`src/rtl/bure_pkg.sv`:
```
// Shared BureCore definitions: default widths, reset PC and the fetch buffer entry.
package bure_pkg;

   localparam int unsigned ADDR_W      = 32;
   localparam int unsigned INSTR_W     = 32;
   localparam int unsigned INSTR_BYTES = 4;
   localparam logic [ADDR_W-1:0] RESET_ADDR_DEFAULT = 32'h0000_0000;

   typedef struct packed {
      logic [ADDR_W-1:0]  addr;
      logic [INSTR_W-1:0] instr;
   } fetch_entry_t;

endpackage

```
`src/rtl/bure_stage_if_if.sv`:
```
// Fetch-to-decode link: one registered instruction with its address and a valid flag.
interface bure_if_interface
   import bure_pkg::*;
#(
   parameter int unsigned ADDR_WIDTH  = ADDR_W,
   parameter int unsigned INSTR_WIDTH = INSTR_W
);

   logic                   instr_valid;
   logic [INSTR_WIDTH-1:0] instr;
   logic [ADDR_WIDTH-1:0]  instr_addr;

   modport master (output instr_valid, output instr, output instr_addr);
   modport slave  (input  instr_valid, input  instr, input  instr_addr);

endinterface

```
`src/rtl/bure_sync_fifo.sv`:
```
// Generic synchronous FIFO with push/pop/flush and an occupancy count; flush wins over push and pop.
module bure_sync_fifo #(
   parameter int unsigned WIDTH = 64,
   parameter int unsigned DEPTH = 4
) (
   input  logic                       i_clk,
   input  logic                       i_rstn,
   input  logic                       i_push,
   input  logic [WIDTH-1:0]           i_wdata,
   input  logic                       i_pop,
   input  logic                       i_flush,
   output logic [WIDTH-1:0]           o_rdata,
   output logic [$clog2(DEPTH):0]     o_count,
   output logic                       o_empty,
   output logic                       o_full
);

   localparam int unsigned PW = $clog2(DEPTH);
   localparam int unsigned CW = PW + 1;

   logic [WIDTH-1:0] r_mem [DEPTH];
   logic [PW-1:0]    r_wrPtr;
   logic [PW-1:0]    r_rdPtr;
   logic [CW-1:0]    r_count;
   logic             w_doPush;
   logic             w_doPop;

   assign o_empty  = (r_count == '0);
   assign o_full   = (r_count == CW'(DEPTH));
   assign o_count  = r_count;
   assign o_rdata  = r_mem[r_rdPtr];
   assign w_doPush = i_push && !o_full && !i_flush;
   assign w_doPop  = i_pop && !o_empty && !i_flush;

   always_ff @(posedge i_clk or negedge i_rstn) begin
      if (!i_rstn) begin
         r_wrPtr <= '0;
         r_rdPtr <= '0;
         r_count <= '0;
      end else if (i_flush) begin
         r_wrPtr <= '0;
         r_rdPtr <= '0;
         r_count <= '0;
      end else begin
         if (w_doPush) r_wrPtr <= r_wrPtr + 1'b1;
         if (w_doPop)  r_rdPtr <= r_rdPtr + 1'b1;
         case ({w_doPush, w_doPop})
            2'b10:   r_count <= r_count + 1'b1;
            2'b01:   r_count <= r_count - 1'b1;
            default: r_count <= r_count;
         endcase
      end
   end

   // Storage carries no reset; only the pointers define what is valid.
   always_ff @(posedge i_clk) begin
      if (w_doPush) r_mem[r_wrPtr] <= i_wdata;
   end

endmodule

```
`src/rtl/bure_stage_if.sv`:
```
// BureCore instruction fetch: PC, in-order request/grant/response fetch, response buffer feeding decode.
module bure_stage_if
   import bure_pkg::*;
#(
   parameter int unsigned           DATA_WIDTH  = 32,
   parameter int unsigned           ADDR_WIDTH  = ADDR_W,
   parameter int unsigned           INSTR_WIDTH = INSTR_W,
   parameter logic [ADDR_WIDTH-1:0] RESET_ADDR  = RESET_ADDR_DEFAULT,
   parameter int unsigned           FIFO_DEPTH  = 4
) (
   input  logic                   i_clk,
   input  logic                   i_rstn,
   output logic                   o_imem_req,
   output logic [ADDR_WIDTH-1:0]  o_imem_addr,
   input  logic                   i_imem_gnt,
   input  logic                   i_imem_rvalid,
   input  logic [INSTR_WIDTH-1:0] i_imem_rdata,
   input  logic                   i_stall,
   input  logic                   i_redirect_valid,
   input  logic [ADDR_WIDTH-1:0]  i_redirect_addr,
   bure_if_interface.master       if_if
);

   localparam int unsigned CW = $clog2(FIFO_DEPTH) + 1;
   localparam logic [ADDR_WIDTH-1:0] STEP = ADDR_WIDTH'(INSTR_BYTES);

   if ((INSTR_WIDTH > DATA_WIDTH) || (ADDR_WIDTH != ADDR_W) || (INSTR_WIDTH != INSTR_W)) begin : g_badWidths
      $error("bure_stage_if: widths must match fetch_entry_t and fit the datapath");
   end

   logic [ADDR_WIDTH-1:0]  r_pc;
   logic [ADDR_WIDTH-1:0]  r_rspAddr;
   logic [CW-1:0]          r_outstanding;
   logic [CW-1:0]          r_kill;
   logic                   r_instrValid;
   logic [INSTR_WIDTH-1:0] r_instr;
   logic [ADDR_WIDTH-1:0]  r_instrAddr;

   logic [ADDR_WIDTH-1:0]  w_redirectPc;
   logic [CW:0]            w_inUse;
   logic                   w_fire;
   logic [CW-1:0]          w_rvalidCnt;
   logic                   w_keepRsp;
   logic                   w_push;
   logic                   w_pop;
   logic                   w_fifoEmpty;
   logic                   w_fifoFull;
   logic [CW-1:0]          w_fifoCount;
   fetch_entry_t           w_pushEntry;
   fetch_entry_t           w_headEntry;

   assign w_redirectPc = i_redirect_addr & ~(ADDR_WIDTH'(INSTR_BYTES - 1));

   // Credit rule: every in-flight fetch owns a buffer slot, so a push can never overflow.
   assign w_inUse     = {1'b0, r_outstanding} + {1'b0, w_fifoCount};
   assign o_imem_req  = !i_redirect_valid && (w_inUse < (CW+1)'(FIFO_DEPTH));
   assign o_imem_addr = r_pc;
   assign w_fire      = o_imem_req && i_imem_gnt;
   assign w_rvalidCnt = CW'(i_imem_rvalid);
   assign w_keepRsp   = i_imem_rvalid && (r_kill == '0);
   assign w_push      = w_keepRsp && !i_redirect_valid;
   assign w_pop       = !i_redirect_valid && !i_stall && !w_fifoEmpty;
   assign w_pushEntry = {r_rspAddr, i_imem_rdata};

   bure_sync_fifo #(
      .WIDTH ($bits(fetch_entry_t)),
      .DEPTH (FIFO_DEPTH)
   ) u_rspFifo (
      .i_clk   (i_clk),
      .i_rstn  (i_rstn),
      .i_push  (w_push),
      .i_wdata (w_pushEntry),
      .i_pop   (w_pop),
      .i_flush (i_redirect_valid),
      .o_rdata (w_headEntry),
      .o_count (w_fifoCount),
      .o_empty (w_fifoEmpty),
      .o_full  (w_fifoFull)
   );

   always_ff @(posedge i_clk or negedge i_rstn) begin
      if (!i_rstn) begin
         r_pc          <= RESET_ADDR;
         r_rspAddr     <= RESET_ADDR;
         r_outstanding <= '0;
         r_kill        <= '0;
      end else begin
         r_outstanding <= r_outstanding + CW'(w_fire) - w_rvalidCnt;
         if (i_redirect_valid) begin
            r_pc      <= w_redirectPc;
            r_rspAddr <= w_redirectPc;
            r_kill    <= r_outstanding - w_rvalidCnt;
         end else begin
            if (w_fire) r_pc <= r_pc + STEP;
            if (w_keepRsp) r_rspAddr <= r_rspAddr + STEP;
            else if (i_imem_rvalid) r_kill <= r_kill - 1'b1;
         end
      end
   end

   // Output register holds under stall; a redirect always invalidates it.
   always_ff @(posedge i_clk or negedge i_rstn) begin
      if (!i_rstn) begin
         r_instrValid <= 1'b0;
         r_instr      <= '0;
         r_instrAddr  <= '0;
      end else if (i_redirect_valid) begin
         r_instrValid <= 1'b0;
      end else if (!i_stall) begin
         r_instrValid <= !w_fifoEmpty;
         if (!w_fifoEmpty) begin
            r_instr     <= w_headEntry.instr;
            r_instrAddr <= w_headEntry.addr;
         end
      end
   end

   assign if_if.instr_valid = r_instrValid;
   assign if_if.instr       = r_instr;
   assign if_if.instr_addr  = r_instrAddr;

   a_rvalidHasOwner: assert property (@(posedge i_clk) disable iff (!i_rstn)
      i_imem_rvalid |-> (r_outstanding != '0));
   a_pushHasRoom: assert property (@(posedge i_clk) disable iff (!i_rstn)
      w_push |-> !w_fifoFull);

endmodule

```
`src/flat_wrapper.sv`:
```
// flat-port wrapper written by rule: the top's interface ports become plain ports
module bure_stage_if_flat import bure_pkg::*;
#(
   parameter int unsigned           DATA_WIDTH  = 32,
   parameter int unsigned           ADDR_WIDTH  = ADDR_W,
   parameter int unsigned           INSTR_WIDTH = INSTR_W,
   parameter logic [ADDR_WIDTH-1:0] RESET_ADDR  = RESET_ADDR_DEFAULT,
   parameter int unsigned           FIFO_DEPTH  = 4
)
  (i_clk, i_rstn, o_imem_req, o_imem_addr, i_imem_gnt, i_imem_rvalid, i_imem_rdata, i_stall, i_redirect_valid, i_redirect_addr, if_if_instr_valid, if_if_instr, if_if_instr_addr);
  bure_if_interface #(.ADDR_WIDTH(ADDR_WIDTH), .INSTR_WIDTH(INSTR_WIDTH)) if_if_i ();
  input  logic i_clk;
  input  logic i_rstn;
  output logic o_imem_req;
  output logic [ADDR_WIDTH-1:0] o_imem_addr;
  input  logic i_imem_gnt;
  input  logic i_imem_rvalid;
  input  logic [INSTR_WIDTH-1:0] i_imem_rdata;
  input  logic i_stall;
  input  logic i_redirect_valid;
  input  logic [ADDR_WIDTH-1:0] i_redirect_addr;
  output wire logic [$bits(if_if_i.instr_valid)-1:0] if_if_instr_valid;
  output wire logic [$bits(if_if_i.instr)-1:0] if_if_instr;
  output wire logic [$bits(if_if_i.instr_addr)-1:0] if_if_instr_addr;
  assign if_if_instr_valid = if_if_i.instr_valid;
  assign if_if_instr = if_if_i.instr;
  assign if_if_instr_addr = if_if_i.instr_addr;
  bure_stage_if #(.DATA_WIDTH(DATA_WIDTH), .ADDR_WIDTH(ADDR_WIDTH), .INSTR_WIDTH(INSTR_WIDTH), .RESET_ADDR(RESET_ADDR), .FIFO_DEPTH(FIFO_DEPTH)) u_core (.i_clk(i_clk), .i_rstn(i_rstn), .o_imem_req(o_imem_req), .o_imem_addr(o_imem_addr), .i_imem_gnt(i_imem_gnt), .i_imem_rvalid(i_imem_rvalid), .i_imem_rdata(i_imem_rdata), .i_stall(i_stall), .i_redirect_valid(i_redirect_valid), .i_redirect_addr(i_redirect_addr), .if_if(if_if_i));
endmodule
```
`config.mk`:
```
export PLATFORM = sky130hd
export DESIGN_NAME = bure_stage_if_flat
export DESIGN_NICKNAME = d
export VERILOG_FILES = /design/src/rtl/bure_pkg.sv /design/src/rtl/bure_stage_if_if.sv /design/src/rtl/bure_sync_fifo.sv /design/src/rtl/bure_stage_if.sv /design/src/flat_wrapper.sv
export SDC_FILE = /design/constraint.sdc
export NUM_CORES = 1
export LEC_CHECK = 0
export CAP_MARGIN = 20
export CELL_PAD_IN_SITES_DETAIL_PLACEMENT = 2
export CELL_PAD_IN_SITES_GLOBAL_PLACEMENT = 2
export CORE_AREA = 5 5 256 258
export DETAILED_ROUTE_END_ITERATION = 10
export DIE_AREA = 0 0 261 263
export GPL_ROUTABILITY_DRIVEN = 0
export PLACE_DENSITY = 0.52
export SLEW_MARGIN = 10
export SYNTH_ARGS = -nofsm -noshare
export SYNTH_HDL_FRONTEND = slang
export SYNTH_SLANG_ARGS = --single-unit
export TNS_END_PERCENT = 30
```
`constraint.sdc`:
```
create_clock -name i_clk -period 4.4 [get_ports i_clk]
set_input_delay 0.88 -clock i_clk [delete_from_list [all_inputs] [get_ports i_clk]]
set_output_delay 0.88 -clock i_clk [all_outputs]
set_load 0.005 [all_outputs]
```
==> flow_metrics.py, run 1 <==
metrics = {
    "timing": {
        "finalSetupViolCount": 0,
        "relSlewSlack_pct": 40.6,
        "fin_crit_ps": 3230,
        "hold_viol_final": 0,
        "hold_slack_ps": 354,
        "clock-skew-final_ps": 27.0,
        "slew_viol_final": 0,
        "worst_slack_ps": 1170,
        "rsz0062_at_grt": "no",
        "max_freq_ghz": 0.310,
        "min_period_over_period_pct": 73.3,
        "tightest_slew_ps": 892,
        "tns_ps": 0,
    },
    "clock_network": {
        "clock_latency_ps": 560,
        "clock_path_buffers": 3,
        "clk_pin_slew_worst_paths_ps": 60,
        "cts_tree": "done",
        "cts_buffers": 45,
        "root_buffer": "clkbuf_16",
        "cts_sinks": 384,
        "cts_resized": 0,
        "cts_hold_buf": 0,
        "cts_max_level": 2,
        "post_cts_buffers": 0,
    },
    "grt": {
        "grtUsageTotal_pct": 12.3,
        "grt_pass1_wl_um": 64600,
        "grt_use_met1_pct": 16.4,
        "grtUsageMet2_pct": 20.5,
        "busiest_layer": "met2",
        "grt.overflow.total": 0,
        "grt_pass1_vias": 9853,
        "antenna_found_initial": 0,
        "grt_use_met3_pct": 2.76,
        "grt_max_degree": 64,
    },
    "critical_path": {
        "slowest_stage": "clkdlybuf4s50_1",
        "regToRegStartpoint": "u_core.u_rspFifo.o_count[2]",
        "crit_family": "buffers and inverters",
        "max_stage_delay_ps": 520,
        "startpoint_type": "input pin",
        "cp_data_required_time_ps": 3520,
        "worst-setup-path-type": "in -> out",
        "path_cells": "clkdlybuf4s50_1, inv_2, and3_1, clkdlybuf4s50_1",
        "crit_buf_inv": 3,
        "arrival_ps": 2350,
        "startpoint": "i_redirect_valid",
        "critical_path.max_fanout": 8,
        "cpMostUsedCell": "clkdlybuf4s50_1",
        "cp-end-kind": "primary output",
    },
    "detailed_routing": {
        "first_pass_iters": 4,
        "antenna_left": 0,
        "drt_iter0_markers": 249,
        "wirelength_um": 42400,
        "wl_per_cell_um": 21.5,
        "drcViolationCount": 0,
        "drt-vias-per-instance": 4.32,
        "num_vias": 8496,
    },
    "placed_design": {
        "numPortBuffers": 161,
        "hpwlAfterDp_um": 27300,
        "placed_cells_incl_taps": 1884,
        "dp_slack_ps": 886,
    },
    "floorplan": {
        "core_area_um2": 62700,
        "io_pins": 168,
        "die-area_um2": 68600,
        "row_count": 92,
        "die_w_um": 261,
        "initial_core_util_pct": 24.9,
        "die_h_um": 263,
    },
    "power": {
        "power_density_nw_per_um2": 555,
        "power_w": 0.0111,
        "ir_worst_vdd_uv": 246,
        "p_leak_nw": 6.83,
    },
    "yosys": {
        "synth_top_cell_by_area": "edfxtp_1",
        "yosys.area.top_type_share_pct": 47.7,
        "synth-seq-cells": 384,
        "avgSynthCellArea_um2": 17.4,
        "syn_inst": 897,
        "yosysSeqAreaShare_pct": 69.5,
        "synth_cell_types": 48,
        "synth_area_leaders": "edfxtp_1, dfrtp_1, mux4_2",
        "synth_edf_count": 248,
        "yosysWarnings": 0,
        "synth_area_um2": 15600,
        "synth_flop_cell": "edfxtp_1",
        "synthArstFlopShare_pct": 35.4,
    },
    "worst_hold_path": {
        "hold_class": "in -> async",
    },
    "finish": {
        "layout_common_cells": "edfxtp_1, clkdlybuf4s50_1, dfrtp_1",
        "layout-drive-gt1-share_pct": 22.8,
        "nNetsFinal": 1171,
        "final_cells": 1967,
        "layout_commonest_cell": "edfxtp_1",
        "antenna_cells": 0,
        "syn2layout_area_growth_pct": 27.8,
    },
    "status": {
        "status": "finished clean",
    },
    "flow_run": {
        "maxCapViolCount": 0,
    },
}
-- per-stage QoR --
| step | cell area [µm²] | utilization [%] |
|---|---|---|
| 5_1_grt | 19900 | 31.8 |
| 3_5_place_dp | 18400 | 29.3 |
| 4_1_cts | 19900 | 31.8 |
| 3_3_place_gp | 18400 | 29.3 |
| 6_report | 19900 | 31.8 |
| 2_1_floorplan | 15600 | - |
-- synthesized netlist by cell type (2+ instances only) --
master    count
edfxtp_1    248
dfrtp_1     136
mux2_2       86
mux4_2       62
xnor2_1      41
nand2_1      34
nor2_1       26
xor2_1       23
a21boi_0     19
clkbuf_1     19
inv_1        19
nand3_1      19
nand4_1      17
a21oi_1      14
ha_1         14
nand2b_1     12
nor3_1       10
nor4_1       10
and3_1        9
buf_2         9
and2_1        8
buf_1         8
and4_1        7
o21ai_0       5
buf_4         4
a31oi_1       3
nor3_2        3
o21a_1        3
or4_1         3
a211oi_1      2
a21boi_1      2
fa_1          2
mux2i_1       2
nor3_4        2
o31ai_1       2
or2_2         2
-- flip-flops by register name, summed over array words and instances (netlist names) --
signal                    flops
u_core.u_rspFifo.r_mem      248
u_core.if_if.instr           32
u_core.if_if.instr_addr      30
u_core.o_imem_addr           30
u_core.r_rspAddr             30
u_core.r_kill                 3
u_core.r_outstanding          3
u_core.u_rspFifo.o_count      3
u_core.u_rspFifo.r_rdPtr      2
u_core.u_rspFifo.r_wrPtr      2
u_core.if_if.instr_valid      1
-- layer usage --
metal	vias to the layer above	routed length [µm]	part of all wire (%)
met1	4517	19100	45
met2	142	20700	49
met5	-	0	0
met4	0	833	2.0
met3	38	1690	4.0
li1	3799	-	-
-- cells by family after synthesis --
family	Yosys count	synth area share (%)
fa+ha+maj	16	1.38
mux	150	15.3
other cells	1	0.0240
buf+inv	61	1.68
simple gates	168	6.24
flops	384	69.5
xor+xnor	64	3.59
compound gates	53	2.28
-- worst reg2reg max path: cells and delay by family, from the launching register on --
family        cells  cell delay [ps]
xor+xnor          1              190
simple gates      3             1130
flops             1              480
fa+ha+maj         3              920
buf+inv           1               50
-- layout make-up --
cell class	instances	area, µm²
clock buffer	57	1210
clock inverter	26	329
fill	6349	42800
inverter	20	75.1
multi-input combinational	455	4520
sequential	384	10900
tap	846	1060
timing repair buffer	179	1890
-- path summary, 6_finish.rpt --
path | end | slack, ps | depth (start not counted)
max | o_imem_req | 1170 | 4
min | u_core.if_if.instr[18] | 350 | 1
max reg2reg | u_core.r_outstanding[2] | 1550 | 8
min reg2reg | u_core.if_if.instr_addr[16] | 500 | 1
max in group asynchronous | u_core.r_outstanding[2] | 3090 | 2
min in group i_clk | u_core.if_if.instr_addr[16] | 500 | 1
-- power breakdown --
part           leakage, nW  total [W]  switching (W)  internal (W)
clock network        0.746    0.00388        0.00151       0.00237
registers             3.82    0.00481       0.000468       0.00434
logic                 2.26    0.00238       0.000931       0.00145
No activity file was read; power rests on OpenSTA's default activity.
==> run 2, diff against run 1 <==
- clock period: 4.4 -> 3.3 ns (I/O delays scaled with it)
==> run 2 against run 1 <==
Net effect: worst hold slack better by 150 ps; combinational power is 39% higher; wire length fell by 1.5%; sequential power grew 31%; via count is 1.1% higher; critical path depth did not move; critical endpoint unchanged.
==> flow_metrics.py, run 2 (synthesized netlist as in run 1, its figures left out) <==
metrics = {
    "critical_path": {
        "slowest_stage": "clkdlybuf4s50_1",
        "crit_buf_inv": 1,
        "crit_family": "buffers and inverters",
        "path_cells": "ha_1, nor3_1, and3_1, clkdlybuf4s50_1",
        "rr_endpoint": "u_core.o_imem_addr[30]",
        "cp-end-kind": "primary output",
        "worst-setup-path-type": "reg -> out",
        "regToRegStartpoint": "u_core.u_rspFifo.o_count[2]",
        "cp_data_required_time_ps": 2640,
        "arrival_ps": 2310,
        "startpoint_type": "flip-flop",
        "max_stage_delay_ps": 500,
        "critical_path.max_fanout": 7,
        "regToRegSetupSlack_ps": 780,
        "ff2ff_path_depth": 6,
    },
    "finish": {
        "syn2layout_area_growth_pct": 28.6,
        "layout_commonest_cell": "edfxtp_1",
        "layout_common_cells": "edfxtp_1, clkdlybuf4s50_1, dfrtp_1",
        "largest_reg_flops": 248,
        "layout-drive-gt1-share_pct": 23.5,
        "regArea_um2": 10900,
        "nNetsFinal": 1186,
        "antenna_cells": 0,
        "nFillCells": 6300,
        "largest_register": "u_core.u_rspFifo.r_mem",
        "stdcell_area_um2": 20100,
        "multiInputGateArea_um2": 4520,
    },
    "clock_network": {
        "clock_latency_ps": 580,
        "cts_tree": "done",
        "cts_buffers": 45,
        "cts_max_level": 2,
        "clock_path_buffers": 3,
        "clk_pin_slew_worst_paths_ps": 60,
        "root_buffer": "clkbuf_16",
        "cts_sinks": 384,
        "cts_resized": 0,
    },
    "floorplan": {
        "die-area_um2": 68600,
        "io_pins": 168,
        "die_w_um": 261,
        "core_area_um2": 62700,
        "initial_core_util_pct": 24.9,
        "die_h_um": 263,
        "row_count": 92,
    },
    "grt": {
        "grt_max_degree": 70,
        "busiest_layer": "met2",
        "grtUsageMet2_pct": 20.5,
        "grtUsageTotal_pct": 12.1,
        "grt_pass1_vias": 10000,
        "grt_use_met1_pct": 16.2,
        "grt_pass1_wl_um": 64000,
        "antenna_found_initial": 0,
        "grt.overflow.total": 0,
        "grt_use_met3_pct": 2.52,
    },
    "worst_hold_path": {
        "hold_depth": 1,
        "min_from": "u_core.if_if.instr[17]",
        "hold_class": "reg -> reg",
        "min_to": "u_core.if_if.instr[17]",
    },
    "timing": {
        "rsz0062_at_grt": "no",
        "fin_crit_ps": 2970,
        "tightest_slew_ps": 863,
        "max_freq_ghz": 0.336,
        "slew_viol_final": 0,
        "finalSetupViolCount": 0,
        "clock-skew-final_ps": 19.6,
        "relSlewSlack_pct": 42.5,
        "hold_viol_final": 0,
        "tns_ps": 0,
        "min_period_over_period_pct": 90.1,
        "hold_slack_ps": 501,
    },
    "detailed_routing": {
        "antenna_left": 0,
        "drt-vias-per-instance": 4.33,
        "wirelength_um": 41800,
        "first_pass_iters": 4,
        "drcViolationCount": 0,
        "drt_iter0_markers": 358,
        "wl_per_cell_um": 21.1,
        "num_vias": 8587,
    },
    "power": {
        "power_density_nw_per_um2": 734,
        "internal-power_w": 0.0108,
        "pwr-share-seq_pct": 42.7,
        "pwr-share-comb_pct": 22.6,
        "ir_worst_vdd_uv": 286,
        "clkPwrFrac_pct": 34.8,
        "p_leak_nw": 6.90,
        "p_sw_share_pct": 26.4,
        "switchingPower_w": 0.00389,
        "power_w": 0.0147,
    },
    "placed_design": {
        "numPortBuffers": 161,
        "place_area_um2": 18500,
        "hpwlAfterDp_um": 27100,
    },
    "status": {
        "status": "finished clean",
    },
    "flow_run": {
        "maxCapViolCount": 0,
    },
}
-- run 2: cell count changes in the layout (fill, tap and decap cells not counted), sizes merged --
cell         before  now
clkinv           16   15
clkinvlp          3    2
dlygate4sd3       0    1
buf              19   33
bufinv            7    6
inv              20   23
clkbuf           57   58
-- run 2: routing by layer --
metal / routed length (µm) / share of wire, %
met5: 0 / 0
met4: 708 / 1.7
met3: 1720 / 4.1
met2: 20600 / 49
met1: 18700 / 45
-- run 2: cell type report --
class | instances | area share (%)
Clock inverter | 26 | 1.50
Clock buffer | 58 | 6.05
Inverter | 20 | 0.374
Multi-Input combinational cell | 455 | 22.5
Sequential cell | 384 | 54.1
Timing Repair Buffer | 194 | 10.2
Tap cell | 846 | 5.28
-- run 2: metrics by stage --
step / cells / utilization [%] / setup slack, ps
floorplan: 900 / - / -16.9
global placement: 1898 / 29.6 / 335
detailed placement: 1898 / 29.6 / 298
CTS: 1982 / 32.0 / 242
global route: 1983 / 32.0 / 188
finish: 1983 / 32.0 / 325
-- run 2: how the worst max path moves through the flow --
| stage | depth (start not counted) | slack (ps) | from | endpoint |
|---|---|---|---|---|
| after floorplan | 4 | -20 | i_imem_rvalid | u_core.u_rspFifo.r_mem[2][0] |
| after global placement | 7 | 340 | i_imem_rvalid | u_core.r_rspAddr[28] |
| after detailed placement | 7 | 300 | i_imem_rvalid | u_core.r_rspAddr[28] |
| after CTS | 4 | 240 | u_core.u_rspFifo.o_count[1] | o_imem_req |
| after global routing | 4 | 190 | u_core.u_rspFifo.o_count[2] | o_imem_req |
| final | 4 | 330 | u_core.u_rspFifo.o_count[2] | o_imem_req |
-- run 2: power by group through the flow --
stage	Combinational [W]	Clock, W	Sequential [W]
final	0.00332	0.00512	0.00628
after global routing	0.00364	0.00553	0.00639
after CTS	0.00346	0.00534	0.00631
after detailed placement	0.00344	0	0.00641
after global placement	0.00338	0	0.00638
after floorplan	0.00171	0	0.00627
-- run 2: timing repair --
item / CTS / global route
buffers inserted: 0 / 0
hold buffers: 0 / 1
hold endpoints to repair: 0 / 1
==> run 3, diff against run 2 <==
- GPL_ROUTABILITY_DRIVEN: 0 -> 1
- PLACE_DENSITY: 0.52 -> 0.54
- clock period: 3.3 -> 2.7 ns (I/O delays scaled with it)
==> run 3 against run 2 <==
Net effect: critical endpoint unchanged; wire length fell by 1.2%; worst hold slack got worse by 26 ps; clock power rose by 21%; combinational power rose by 25%; utilization rose by 0.29 points; via count barely moved; register-to-register slack got worse by 360 ps; sequential power rose by 23%.
==> flow_metrics.py, run 3 (synthesized netlist as in run 1, its figures left out) <==
metrics = {
    "critical_path": {
        "cp_data_required_time_ps": 2160,
        "arrival_ps": 1920,
        "startpoint_type": "flip-flop",
        "critical_path.max_fanout": 6,
        "worst-setup-path-type": "reg -> out",
        "cp-end-kind": "primary output",
    },
    "floorplan": {
        "die_h_um": 263,
        "die-area_um2": 68600,
        "row_count": 92,
        "core_area_um2": 62700,
        "die_w_um": 261,
        "io_pins": 168,
        "initial_core_util_pct": 24.9,
    },
    "grt": {
        "grt_max_degree": 70,
        "grt.overflow.total": 0,
        "antenna_found_initial": 0,
        "grt_pass1_wl_um": 63600,
        "grt_pass1_vias": 9958,
        "grtUsageTotal_pct": 12.1,
    },
    "power": {
        "ir_worst_vdd_uv": 393,
        "p_leak_nw": 6.97,
        "power_w": 0.0181,
        "power_density_nw_per_um2": 892,
    },
    "detailed_routing": {
        "num_vias": 8586,
        "drt-vias-per-instance": 4.30,
        "wirelength_um": 41300,
        "antenna_left": 0,
        "drcViolationCount": 0,
        "first_pass_iters": 5,
        "drt_iter0_markers": 278,
        "wl_per_cell_um": 20.7,
    },
    "timing": {
        "fin_crit_ps": 2460,
        "hold_viol_final": 0,
        "slew_viol_final": 0,
        "rsz0062_at_grt": "no",
        "min_period_over_period_pct": 91.2,
        "clock-skew-final_ps": 35.6,
        "max_freq_ghz": 0.406,
        "finalSetupViolCount": 0,
    },
    "finish": {
        "final_cells": 1997,
        "antenna_cells": 0,
        "stdcell_area_um2": 20200,
        "layout_common_cells": "edfxtp_1, clkdlybuf4s50_1, dfrtp_1",
        "largest_register": "u_core.u_rspFifo.r_mem",
        "largest_reg_flops": 248,
        "layout-drive-gt1-share_pct": 24.7,
        "layout_commonest_cell": "edfxtp_1",
        "nNetsFinal": 1200,
        "syn2layout_area_growth_pct": 29.8,
    },
    "placed_design": {
        "place_area_um2": 18700,
        "place.gp.congestion": 0.712,
        "numPortBuffers": 161,
        "hpwlAfterDp_um": 27600,
        "placed_cells_incl_taps": 1911,
    },
    "clock_network": {
        "cts_tree": "done",
        "root_buffer": "clkbuf_16",
        "clock_latency_ps": 580,
        "clk_pin_slew_worst_paths_ps": 60,
        "cts_max_level": 2,
        "clock_path_buffers": 3,
        "cts_buffers": 45,
        "cts_sinks": 384,
    },
    "flow_run": {
        "maxCapViolCount": 0,
    },
    "worst_hold_path": {
        "hold_class": "in -> async",
    },
    "status": {
        "status": "finished clean",
    },
}
-- run 3: changes by cell type in the layout (fill, tap and decap cells not counted), sizes merged --
cell	previous run	this run
buf	33	47
clkbuf	58	62
dlygate4sd2	0	1
bufinv	6	5
clkinv	15	13
clkdlybuf4s50	160	159
inv	23	22
-- run 3: path summary, 6_finish.rpt --
check	startpoint	end	slack [ps]	depth (start not counted)
worst min-delay path	i_rstn	u_core.if_if.instr[18]	470	2
worst min register to register	u_core.if_if.instr[14]	u_core.if_if.instr[14]	500	1
worst max-delay path	u_core.r_outstanding[1]	o_imem_req	240	4
max in group asynchronous	i_rstn	u_core.r_rspAddr[26]	1490	3
min in group i_clk	u_core.if_if.instr[14]	u_core.if_if.instr[14]	500	1
worst max register to register	u_core.r_rspAddr[3]	u_core.r_rspAddr[28]	420	7
-- run 3: repair_timing --
item / CTS / global route
gates resized for setup: 7 / 0
setup endpoints to repair: 1 / 0
endpoints found under the hold margin: 31 / 0
hold buffers: 1 / 0
buffers inserted: 1 / 0
-- run 3: through the flow --
step	setup TNS, ps	setup slack (ps)	utilization, %	hold WS, ps
floorplan	-75450	-608	-	244
global placement	-206	-77.4	29.8	488
detailed placement	-3090	-73.8	29.8	495
CTS	0	187	32.3	455
global route	0	139	32.3	478
finish	0	237	32.3	475
-- run 3: cell type report --
cell class / count / area (µm²)
fill: 6309 / 42500
inverter: 20 / 75.1
sequential: 384 / 10900
clock buffer: 62 / 1240
tap: 846 / 1060
clock inverter: 22 / 262
multi-input combinational: 455 / 4560
timing repair buffer: 208 / 2190
-- run 3: layer usage --
layer	GRT usage, %	vias to the layer above	wire [µm]
li1	-	3863	-
met2	20.8	142	20700
met4	2.80	0	741
met1	15.6	4532	18100
met5	0	-	0
met3	2.55	49	1670
-- run 3: power breakdown --
part | internal [W] | leakage [nW] | switching (W) | total, W
logic | 0.00249 | 2.43 | 0.00166 | 0.00414
clock network | 0.00371 | 0.726 | 0.00247 | 0.00618
registers | 0.00708 | 3.82 | 0.000665 | 0.00775
total | 0.0133 | 6.97 | 0.00479 | 0.0181
-- run 3: critical path, stage by stage (launching register included) --
cell and delay (ps):
dfrtp_1 470, ha_4 320, nand3_4 120, and3_1 210, dlygate4sd2_1 260
